**config.mk**
```make
export PLATFORM = sky130hd
export DESIGN_NAME = drowsiness_alarm_ctrl_flat
export DESIGN_NICKNAME = d
export VERILOG_FILES = /design/src/rtl/drowsiness_alarm_ctrl_pkg.sv /design/src/rtl/drowsiness_alarm_ctrl_if.sv /design/src/rtl/drowsiness_alarm_ctrl_argmax.sv /design/src/rtl/drowsiness_alarm_ctrl.sv /design/src/flat_wrapper.sv
export SDC_FILE = /design/constraint.sdc
export NUM_CORES = 1
export LEC_CHECK = 0
export ABC_AREA = 1
export ABC_CLOCK_PERIOD_IN_PS = 1600
export CORE_ASPECT_RATIO = 1.1
export CORE_MARGIN = 2
export CORE_UTILIZATION = 29
export DETAILED_ROUTE_END_ITERATION = 10
export GPL_TIMING_DRIVEN = 0
export PLACE_DENSITY = 0.61
export SLEW_MARGIN = 20
export SYNTH_ARGS = -nofsm -noshare
export SYNTH_HDL_FRONTEND = slang
export SYNTH_SLANG_ARGS = --single-unit
```
**constraint.sdc**
```tcl
create_clock -name Clock -period 1.6 [get_ports Clock]
set_input_delay 0.32 -clock Clock [delete_from_list [all_inputs] [get_ports Clock]]
set_output_delay 0.32 -clock Clock [all_outputs]
set_load 0.005 [all_outputs]
```
**src/rtl/drowsiness_alarm_ctrl_pkg.sv**
```systemverilog
`default_nettype none
// ============================================================================
//  Module   : drowsy_pkg
//  Brief    : Shared class / alert-state encodings and score scale for the
//             ANN detector, the drowsiness alarm controller and the bench.
//  Revision : 1.0  initial release
// ============================================================================
package drowsy_pkg;

    typedef enum logic [1:0] {
        CLS_ALERT    = 2'd0,
        CLS_FATIGUED = 2'd1,
        CLS_DROWSY   = 2'd2,
        CLS_UNKNOWN  = 2'd3
    } class_e;

    typedef enum logic [1:0] {
        ST_ALERT = 2'd0,
        ST_WARN  = 2'd1,
        ST_ALARM = 2'd2,
        ST_HOLD  = 2'd3
    } alert_state_e;

    // Full-scale score: 1000 represents 1.0
    localparam int SCORE_FULL = 1000;

endpackage
`default_nettype wire

```
**src/rtl/drowsiness_alarm_ctrl_if.sv**
```systemverilog
`default_nettype none
// ============================================================================
//  Module   : drowsiness_alarm_ctrl_if
//  Brief    : Frame input / warning output bundle between the ANN stage,
//             the driver console and the drowsiness alarm controller.
//  Revision : 1.0  initial release
// ============================================================================
interface drowsiness_alarm_ctrl_if #(
    parameter int W   = 10,
    parameter int WIN = 8
);
    import drowsy_pkg::*;

    logic                        clear;
    logic                        alarm_ack;
    logic                        done;
    logic [2:0][W-1:0]           out_ann;

    class_e                      class_out;
    logic                        class_valid;
    logic [$clog2(WIN+1)-1:0]    drowsy_cnt;
    alert_state_e                state;
    logic                        warn;
    logic                        alarm;
    logic                        fault;

    modport master (
        output clear, alarm_ack, done, out_ann,
        input  class_out, class_valid, drowsy_cnt, state, warn, alarm, fault
    );

    modport slave (
        input  clear, alarm_ack, done, out_ann,
        output class_out, class_valid, drowsy_cnt, state, warn, alarm, fault
    );

endinterface
`default_nettype wire

```
**src/rtl/drowsiness_alarm_ctrl_argmax.sv**
```systemverilog
`default_nettype none
// ============================================================================
//  Module   : ann_argmax
//  Brief    : Combinational argmax over three ANN scores with confidence gate;
//             ties go to the higher index so drowsy wins any tie.
//  Revision : 1.0  initial release
// ============================================================================
module ann_argmax
    import drowsy_pkg::*;
#(
    parameter int W        = 10,
    parameter int CONF_MIN = 600
) (
    input  wire logic [2:0][W-1:0] i_scores,
    output class_e                 o_class
);

    localparam logic [W-1:0] c_conf_min = W'(CONF_MIN);

    class_e         w_idx;
    logic [W-1:0]   w_max;

    always_comb begin
        w_idx = CLS_ALERT;
        w_max = i_scores[0];
        if (i_scores[2] >= i_scores[1] && i_scores[2] >= i_scores[0]) begin
            w_idx = CLS_DROWSY;
            w_max = i_scores[2];
        end else if (i_scores[1] >= i_scores[0]) begin
            w_idx = CLS_FATIGUED;
            w_max = i_scores[1];
        end
        o_class = (w_max < c_conf_min) ? CLS_UNKNOWN : w_idx;
    end

endmodule
`default_nettype wire

```
**src/rtl/drowsiness_alarm_ctrl.sv**
```systemverilog
`default_nettype none
// ============================================================================
//  Module   : drowsiness_alarm_ctrl
//  Brief    : Classifies each ANN result, keeps a sliding window of frame
//             classes and drives warn/alarm through a hysteresis + hold FSM.
//  Revision : 1.0  initial release
// ============================================================================
module drowsiness_alarm_ctrl
    import drowsy_pkg::*;
#(
    parameter int W        = 10,
    parameter int WIN      = 8,
    parameter int CONF_MIN = 600,
    parameter int WARN_TH  = 3,
    parameter int ALARM_TH = 5,
    parameter int CLR_TH   = 1,
    parameter int HOLD_CYC = 1000,
    parameter int UNK_MAX  = 4
) (
    input  wire logic               Clock,
    input  wire logic               Rst,
    drowsiness_alarm_ctrl_if.slave  bus
);

    localparam int c_cnt_w = $clog2(WIN + 1);
    localparam int c_unk_w = $clog2(UNK_MAX + 1);
    localparam int c_tmr_w = $clog2(HOLD_CYC + 1);

    localparam logic [c_cnt_w-1:0] c_warn_th  = c_cnt_w'(WARN_TH);
    localparam logic [c_cnt_w-1:0] c_alarm_th = c_cnt_w'(ALARM_TH);
    localparam logic [c_cnt_w-1:0] c_clr_th   = c_cnt_w'(CLR_TH);
    localparam logic [c_unk_w-1:0] c_unk_max  = c_unk_w'(UNK_MAX);
    localparam logic [c_tmr_w-1:0] c_hold_ld  = c_tmr_w'(HOLD_CYC - 1);

    logic                 r_done_q;
    logic                 w_acc;
    class_e               w_cls;
    class_e               r_win [WIN];
    class_e               r_class;
    logic                 r_valid;
    logic [c_cnt_w-1:0]   r_cnt;
    logic [c_cnt_w-1:0]   w_cnt_nxt;
    logic [c_unk_w-1:0]   r_unk;
    logic [c_unk_w-1:0]   w_unk_nxt;
    logic                 r_fault;
    alert_state_e         r_state;
    alert_state_e         w_state_nxt;
    logic [c_tmr_w-1:0]   r_tmr;
    logic [c_tmr_w-1:0]   w_tmr_nxt;

    ann_argmax #(
        .W        (W),
        .CONF_MIN (CONF_MIN)
    ) u_argmax (
        .i_scores (bus.out_ann),
        .o_class  (w_cls)
    );

    assign w_acc = bus.done & ~r_done_q;

    // Window count moves by at most one per frame, so it stays within 0..WIN
    always_comb begin
        w_cnt_nxt = r_cnt;
        if (w_cls == CLS_DROWSY)
            w_cnt_nxt = w_cnt_nxt + c_cnt_w'(1);
        if (r_win[WIN-1] == CLS_DROWSY)
            w_cnt_nxt = w_cnt_nxt - c_cnt_w'(1);

        w_unk_nxt = '0;
        if (w_cls == CLS_UNKNOWN)
            w_unk_nxt = (r_unk == c_unk_max) ? r_unk : r_unk + c_unk_w'(1);
    end

    always_ff @(posedge Clock or posedge Rst) begin
        if (Rst) begin
            r_done_q <= 1'b0;
            r_valid  <= 1'b0;
            r_class  <= CLS_ALERT;
            r_cnt    <= '0;
            r_unk    <= '0;
            r_fault  <= 1'b0;
            for (int i = 0; i < WIN; i++)
                r_win[i] <= CLS_ALERT;
        end else begin
            r_done_q <= bus.done;
            r_valid  <= w_acc & ~bus.clear;
            if (bus.clear) begin
                r_cnt   <= '0;
                r_unk   <= '0;
                r_fault <= 1'b0;
                for (int i = 0; i < WIN; i++)
                    r_win[i] <= CLS_ALERT;
            end else if (w_acc) begin
                r_class  <= w_cls;
                r_cnt    <= w_cnt_nxt;
                r_unk    <= w_unk_nxt;
                r_fault  <= r_fault | (w_unk_nxt == c_unk_max);
                r_win[0] <= w_cls;
                for (int i = 1; i < WIN; i++)
                    r_win[i] <= r_win[i-1];
            end
        end
    end

    always_ff @(posedge Clock or posedge Rst) begin
        if (Rst) begin
            r_state <= ST_ALERT;
            r_tmr   <= '0;
        end else begin
            r_state <= w_state_nxt;
            r_tmr   <= w_tmr_nxt;
        end
    end

    // FSM runs on the registered count, one clock behind the window update
    always_comb begin
        w_state_nxt = r_state;
        w_tmr_nxt   = r_tmr;
        if (bus.clear) begin
            w_state_nxt = ST_ALERT;
            w_tmr_nxt   = '0;
        end else begin
            case (r_state)
                ST_ALERT: begin
                    if (r_cnt >= c_alarm_th)
                        w_state_nxt = ST_ALARM;
                    else if (r_cnt >= c_warn_th)
                        w_state_nxt = ST_WARN;
                end
                ST_WARN: begin
                    if (r_cnt >= c_alarm_th)
                        w_state_nxt = ST_ALARM;
                    else if (r_cnt < c_clr_th)
                        w_state_nxt = ST_ALERT;
                end
                ST_ALARM: begin
                    if (r_cnt < c_clr_th) begin
                        w_state_nxt = ST_HOLD;
                        w_tmr_nxt   = c_hold_ld;
                    end
                end
                ST_HOLD: begin
                    if (r_cnt >= c_alarm_th)
                        w_state_nxt = ST_ALARM;
                    else if (bus.alarm_ack)
                        w_state_nxt = ST_ALERT;
                    else if (r_tmr == '0)
                        w_state_nxt = ST_ALERT;
                    else
                        w_tmr_nxt = r_tmr - c_tmr_w'(1);
                end
                default: w_state_nxt = ST_ALERT;
            endcase
        end
    end

    assign bus.class_out   = r_class;
    assign bus.class_valid = r_valid;
    assign bus.drowsy_cnt  = r_cnt;
    assign bus.state       = r_state;
    assign bus.warn        = (r_state == ST_WARN);
    assign bus.alarm       = (r_state == ST_ALARM) || (r_state == ST_HOLD);
    assign bus.fault       = r_fault;

endmodule
`default_nettype wire

```
**src/flat_wrapper.sv**
```systemverilog
// flat-port wrapper written by rule: the top's interface ports become plain ports
module drowsiness_alarm_ctrl_flat import drowsy_pkg::*;
#(
    parameter int W        = 10,
    parameter int WIN      = 8,
    parameter int CONF_MIN = 600,
    parameter int WARN_TH  = 3,
    parameter int ALARM_TH = 5,
    parameter int CLR_TH   = 1,
    parameter int HOLD_CYC = 1000,
    parameter int UNK_MAX  = 4
)
  (Clock, Rst, bus_clear, bus_alarm_ack, bus_done, bus_out_ann, bus_class_out, bus_class_valid, bus_drowsy_cnt, bus_state, bus_warn, bus_alarm, bus_fault);
  drowsiness_alarm_ctrl_if #(.W(W), .WIN(WIN)) bus_i ();
  input  wire logic Clock;
  input  wire logic Rst;
  input wire logic [$bits(bus_i.clear)-1:0] bus_clear;
  input wire logic [$bits(bus_i.alarm_ack)-1:0] bus_alarm_ack;
  input wire logic [$bits(bus_i.done)-1:0] bus_done;
  input wire logic [$bits(bus_i.out_ann)-1:0] bus_out_ann;
  output wire logic [$bits(bus_i.class_out)-1:0] bus_class_out;
  output wire logic [$bits(bus_i.class_valid)-1:0] bus_class_valid;
  output wire logic [$bits(bus_i.drowsy_cnt)-1:0] bus_drowsy_cnt;
  output wire logic [$bits(bus_i.state)-1:0] bus_state;
  output wire logic [$bits(bus_i.warn)-1:0] bus_warn;
  output wire logic [$bits(bus_i.alarm)-1:0] bus_alarm;
  output wire logic [$bits(bus_i.fault)-1:0] bus_fault;
  assign bus_i.clear = bus_clear;
  assign bus_i.alarm_ack = bus_alarm_ack;
  assign bus_i.done = bus_done;
  assign bus_i.out_ann = bus_out_ann;
  assign bus_class_out = bus_i.class_out;
  assign bus_class_valid = bus_i.class_valid;
  assign bus_drowsy_cnt = bus_i.drowsy_cnt;
  assign bus_state = bus_i.state;
  assign bus_warn = bus_i.warn;
  assign bus_alarm = bus_i.alarm;
  assign bus_fault = bus_i.fault;
  drowsiness_alarm_ctrl #(.W(W), .WIN(WIN), .CONF_MIN(CONF_MIN), .WARN_TH(WARN_TH), .ALARM_TH(ALARM_TH), .CLR_TH(CLR_TH), .HOLD_CYC(HOLD_CYC), .UNK_MAX(UNK_MAX)) u_core (.Clock(Clock), .Rst(Rst), .bus(bus_i));
endmodule
```
# Word level (Yosys, flattened, before mapping)
# Cells that the tools add are included.
# word_totals
out_inout_bits,12
in_bits,35
ff_bits,40
# classes
mux,33
reduce_logical,9
n_eq_ne,15
order_cmp,7
addsub,4
bitwise_logic,5
# op_table
cell,count
10-bit two-way mux,7
16-bit two-way mux,2
10-bit greater-or-equal comparator,3
2-bit two-way mux,11
10-bit case mux with 2 select lines,1
4-bit two-way mux,4
3-bit two-way mux,4
"2-bit equality test, second input constant",5
10-bit zero test,1
"10-bit less-than comparator, second input constant",1
"10-bit by 1-bit subtractor with 10-bit output, second input constant",1
"3-bit != test, second input constant",3
"4-bit by 2-bit != test with 1-bit output, second input constant",2
2-bit case mux with 4 select lines,1
"3-bit equality test, second input constant",2
"5-bit by 3-bit != test with 1-bit output, second input constant",1
5-bit AND reduction,1
"4-bit by 1-bit adder with 4-bit output, second input constant",1
"4-bit by 2-bit greater-or-equal comparator with 1-bit output, second input constant",1
"4-bit by 3-bit greater-or-equal comparator with 1-bit output, second input constant",1
"4-bit by 1-bit less-than comparator with 1-bit output, second input constant",1
4-bit AND reduction,1
"4-bit by 1-bit subtractor with 4-bit output, second input constant",1
"3-bit by 1-bit adder with 3-bit output, second input constant",1
other kinds (12),16

# Logic depth before layout (Yosys ltp)
# depth
word_depth,11
mapped_depth,17
ltp_nobuf,17

# Hierarchy
# From an unflattened synthesis, not the netlist that was laid out.
# unflattened
cells_unflattened,451
area_unflattened_um2,3216.8
# modules_own_cells
module,area_each_um2,cells_each,seq_area_each_um2,n_inst
drowsiness_alarm_ctrl,2282.2,289,1001.0,1
ann_argmax,934.6,162,0.0,1

# Least setup slack after synthesis
# Ideal clock, no wire load.
# synth_path
path_kind,input port to flip-flop
from,input bus_out_ann[9]
to,register u_core.r_win[15] in the netlist's numbering
arrival_ns,1.680
path_stages,10
path_slack_ns,-0.214
required_ns,1.466
setup_ns,0.134
cell_sequence,inv_1 > ha_1 > a21o_1 > nor2_2 > nand4_2 > nand2_2 > or2_1 > nand2_2 > o21ai_0 > o21ai_0
# synth_between
elab_chain_cells,7
elab_cells_between_ends,10
# synth_lines
item,line_no,text
"start, declared",flat_wrapper.sv:20,input wire logic [$bits(bus_i.out_ann)-1:0] bus_out_ann;
10-bit greater-or-equal comparator (on tied branches),"drowsiness_alarm_ctrl_argmax.sv:29, drowsiness_alarm_ctrl_argmax.sv:26",
10-bit two-way mux / 1-bit logical AND (equally long branches),"drowsiness_alarm_ctrl_argmax.sv:29, drowsiness_alarm_ctrl_argmax.sv:26",
10-bit two-way mux,drowsiness_alarm_ctrl_argmax.sv:26,if (i_scores[2] >= i_scores[1] && i_scores[2] >= i_scores[0]) begin
10-bit less-than comparator,drowsiness_alarm_ctrl_argmax.sv:33,o_class = (w_max < c_conf_min) ? CLS_UNKNOWN : w_idx;
2-bit two-way mux (*),drowsiness_alarm_ctrl_argmax.sv:33,
16-bit two-way mux (*),drowsiness_alarm_ctrl.sv:93,end else if (w_acc) begin
16-bit two-way mux (*),drowsiness_alarm_ctrl.sv:87,if (bus.clear) begin
"end signal, assigned by index",drowsiness_alarm_ctrl.sv:100,r_win[i] <= r_win[i-1];
"end, declared",drowsiness_alarm_ctrl.sv:38,class_e r_win [WIN];
# Mark *: on every way between the ends. The rest lies on a longest branch, timed or not. The select of a mux whose other input is x is not followed.
# A chain may end at the register's enable or synchronous reset.

# Worst setup path after layout
# layout_path
from,register u_core.r_tmr[0]
to,register u_core.r_tmr[5]
# layout_between
elab_chain_cells,6
elab_cells_between_ends,9
# layout_lines
item,line_no,text
"start, declared",drowsiness_alarm_ctrl.sv:48,logic [c_tmr_w-1:0] r_tmr;
"start signal, assigned",drowsiness_alarm_ctrl.sv:111,r_tmr <= w_tmr_nxt;
10-bit by 1-bit subtractor with 10-bit output,drowsiness_alarm_ctrl.sv:150,w_tmr_nxt = r_tmr - c_tmr_w'(1);
10-bit two-way mux,drowsiness_alarm_ctrl.sv:147,else if (r_tmr == '0)
10-bit two-way mux,drowsiness_alarm_ctrl.sv:145,else if (bus.alarm_ack)
10-bit two-way mux,drowsiness_alarm_ctrl.sv:143,if (r_cnt >= c_alarm_th)
10-bit case mux with 2 select lines,drowsiness_alarm_ctrl.sv:123,case (r_state)
10-bit two-way mux,drowsiness_alarm_ctrl.sv:119,if (bus.clear) begin
# Several ways; a longest one is shown, not always the timed one. The select of a mux whose other input is x is not followed.

==> run metrics <==
status=finished with violations; failing checks=setup timing; wire length of the first global-routing pass=13.0 mm; Area after DPL=3970 um^2; Async SR Flop Fraction=100%; worst-path fanout max=7; maximum clock path buffer count=2; grt total ovfl=0; maxcap violations=0; RD Place Congestion=0.792; critical path required time=1.78 ns; Ys Warns=0; vias in the first global route=2904; Placement Rows=38; Clock Latency Late Sink=0.30 ns; most frequent CP cell=nand2_2; Worst EP arrival=1.98 ns; CTS sink cnt=40; CTS Buf Count=5; Synth cell types=37; Vias=2881; min Tclk post-route=1.80 ns; min-delay worst type=primary input to asynchronous set/reset pin; Max VDD drop=0.411 mV; setup violators final=15; P_leak=0.00222 uW; unrepaired setup endpoints after global routing=true; syn_area_per_cell=7.61 um^2; post-layout util=47.7%; DRT antenna net count=0; largest net degree at the start of global routing=24; Syn Inst Count=395; Final Cycle Share=113%; setup TNS=-2.24 ns; Critical Path End Type=flop; top cells by area, synth=dfrtp_1 33%, ha_1 15%, inv_1 9.7%, nand2_1 9.7%, o21ai_0 4.0%; Synth Cell Area=3010 um^2; Critical Path Start Type=flop; synthesized flop and latch total=40; Die Ht=111 um; EDFF count, synth=0; Initial Util=30.1%; CTS H-tree lvls=2; crit path kind=flop to flop; Worst Clk Skew=0.00811 ns; core area=9980 um^2; Clock transition at path regs=0.09 ns; Slowest-stage cell, CP=dfrtp_1; Yosys top cell by area=dfrtp_1; Vias/cell=4.75; Main synth FF type=dfrtp_1; Routed WL=7.82 mm; post-synth top area share=33.3%; NumNets Final=557; Max Slew Vio Count=0; slew margin rel.=66.6%; # diodes=0; Largest stage delay, worst path=0.41 ns; fraction of layout cells with a size suffix above 1=46.4%; Fmax achieved=555 MHz; # fillers=969; final hold vios=0; dpl ws=-0.987 ns; root buf cell=clkbuf_8; DPL Wire Length=5.77 mm; Final WS setup=-0.203 ns; Area Growth Syn to Fin=58.5%; Cell Pwr Density=637 nW/um^2; sequential share of the synthesized area=33.3%; DRC=0; Die Width=101 um; Top Ports=47; starting DRC count in detailed routing=55; CTS tree=built; CTS Hold Bufs=0; Port-buffer cells=46; cells along the critical path=inv_2 -> ha_4 -> nand2_2 -> inv_2 -> nand3_4 -> nor2_4 -> nand2_2 -> nor2_4 -> nand2_2 -> nand3_2 -> nand2_2 -> nand2_4 -> nor2_4 -> o21ai_0 -> o21ai_1; syn_nets=466; fin area=4770 um^2; actual slew at the worst max-slew pin=0.495 ns; initial antenna violation count=0; top cells by instance count after synthesis=78 x inv_1, 78 x nand2_1, 40 x dfrtp_1; Die ar.=11200 um^2; first-pass iteration count of the detailed router=4; GRT Util Overall=13.9%; detailed-route wire length per cell=12.9 um
## cell usage in the layout (no fill, tap or decap), drive strengths merged
cell and count:
a21boi 1, a21o 1, a21oi 17, a31oi 1
buf 68, bufinv 1, clkbuf 8, clkdlybuf4s50 9
clkinv 1, clkinvlp 1, dfrtp 40, dlygate4sd2 6
dlymetal6s2s 1, ha 36, inv 85, nand2 89
nand3 21, nand3b 1, nand4 6, nor2 33
nor3 4, nor3b 1, o211ai 1, o21a 1
o21ai 27, o21bai 1, o22ai 19, o311ai 1
or2 1, xnor2 3, xor2 2
## cell families (layout without fill, tap and decap cells)
family | after synthesis | after routing | synth area share [%]
compound gates | 70 | 70 | 13.7
xor+xnor | 5 | 5 | 1.46
fa+ha+maj | 36 | 36 | 15.0
buf+inv | 88 | 180 | 11.0
flops | 40 | 40 | 33.3
simple gates | 156 | 156 | 25.6
## where the power goes
part	internal (uW)	switching, uW
Sequential	1070	39.6
Combinational	500	570
Clock	470	389
## layer usage
metal	wire [um]	track usage (%)	up-vias
li1	-	-	1468
met4	100	3.51	0
met1	3440	17.4	1350
met3	207	1.58	9
met5	0	0	-
met2	4070	25.0	54
## sequential cells by signal (all words and copies together), names as in the netlist
name / flops
u_core.bus.fault: 1
u_core.bus.class_valid: 1
u_core.r_win: 16
u_core.bus.state: 2
u_core.r_done_q: 1
u_core.r_tmr: 10
u_core.bus.class_out: 2
u_core.r_unk: 3
u_core.bus.drowsy_cnt: 4
## area by class of cell
type                       count  area (um^2)  share of cell area [%]
clock inverter                 3         46.3                   0.971
clock buffer                   5         68.8                    1.44
timing repair buffer          84          793                    16.6
tap                          120          150                    3.15
multi-input combinational    267         2320                    48.8
sequential                    40         1010                    21.1
buffer                         3         12.5                   0.263
inverter                      85          363                    7.61
## worst max-delay path, delay by kind of cell (launching register included)
family	cells	cell delay, ns
flops	1	0.41
compound gates	2	0.18
fa+ha+maj	1	0.13
buf+inv	2	0.16
simple gates	10	0.81
## worst paths after layout
path | from | endpoint | slack, ns | cells after the start
setup / recovery | u_core.r_tmr[0]$_DFFE_PP0P_ | u_core.r_tmr[5]$_DFFE_PP0P_ | -0.20 | 15
hold / removal | Rst | u_core.r_done_q$_DFF_PP0_ | 0.34 | 2
setup reg to reg | u_core.r_tmr[0]$_DFFE_PP0P_ | u_core.r_tmr[5]$_DFFE_PP0P_ | -0.20 | 15
hold reg to reg | u_core.bus.class_out[1]$_DFFE_PP0P_ | u_core.bus.class_out[1]$_DFFE_PP0P_ | 0.48 | 2
max in group asynchronous | Rst | u_core.r_unk[1]$_DFFE_PP0P_ | 0.80 | 3
min in group Clock | u_core.bus.class_out[1]$_DFFE_PP0P_ | u_core.bus.class_out[1]$_DFFE_PP0P_ | 0.48 | 2
## metrics by stage
step | hold slack (ns) | power, uW | std cells
6_report | 0.340 | 3040 | 607
5_1_grt | 0.388 | 3210 | 607
4_1_cts | 0.357 | 2930 | 595
3_5_place_dp | 0.477 | 1950 | 562
3_3_place_gp | 0.469 | 1920 | 561
2_1_floorplan | 0.351 | 1630 | 395
## repair_timing
| action | CTS | global route |
|---|---|---|
| pin swaps | 74 | 32 |
| endpoints found under the setup margin | 45 | 35 |
| endpoints found under the hold margin | 0 | 0 |
| gates resized for setup | 235 | 46 |
| buffers inserted | 25 | 12 |
Power figures use the tool's default switching activity.
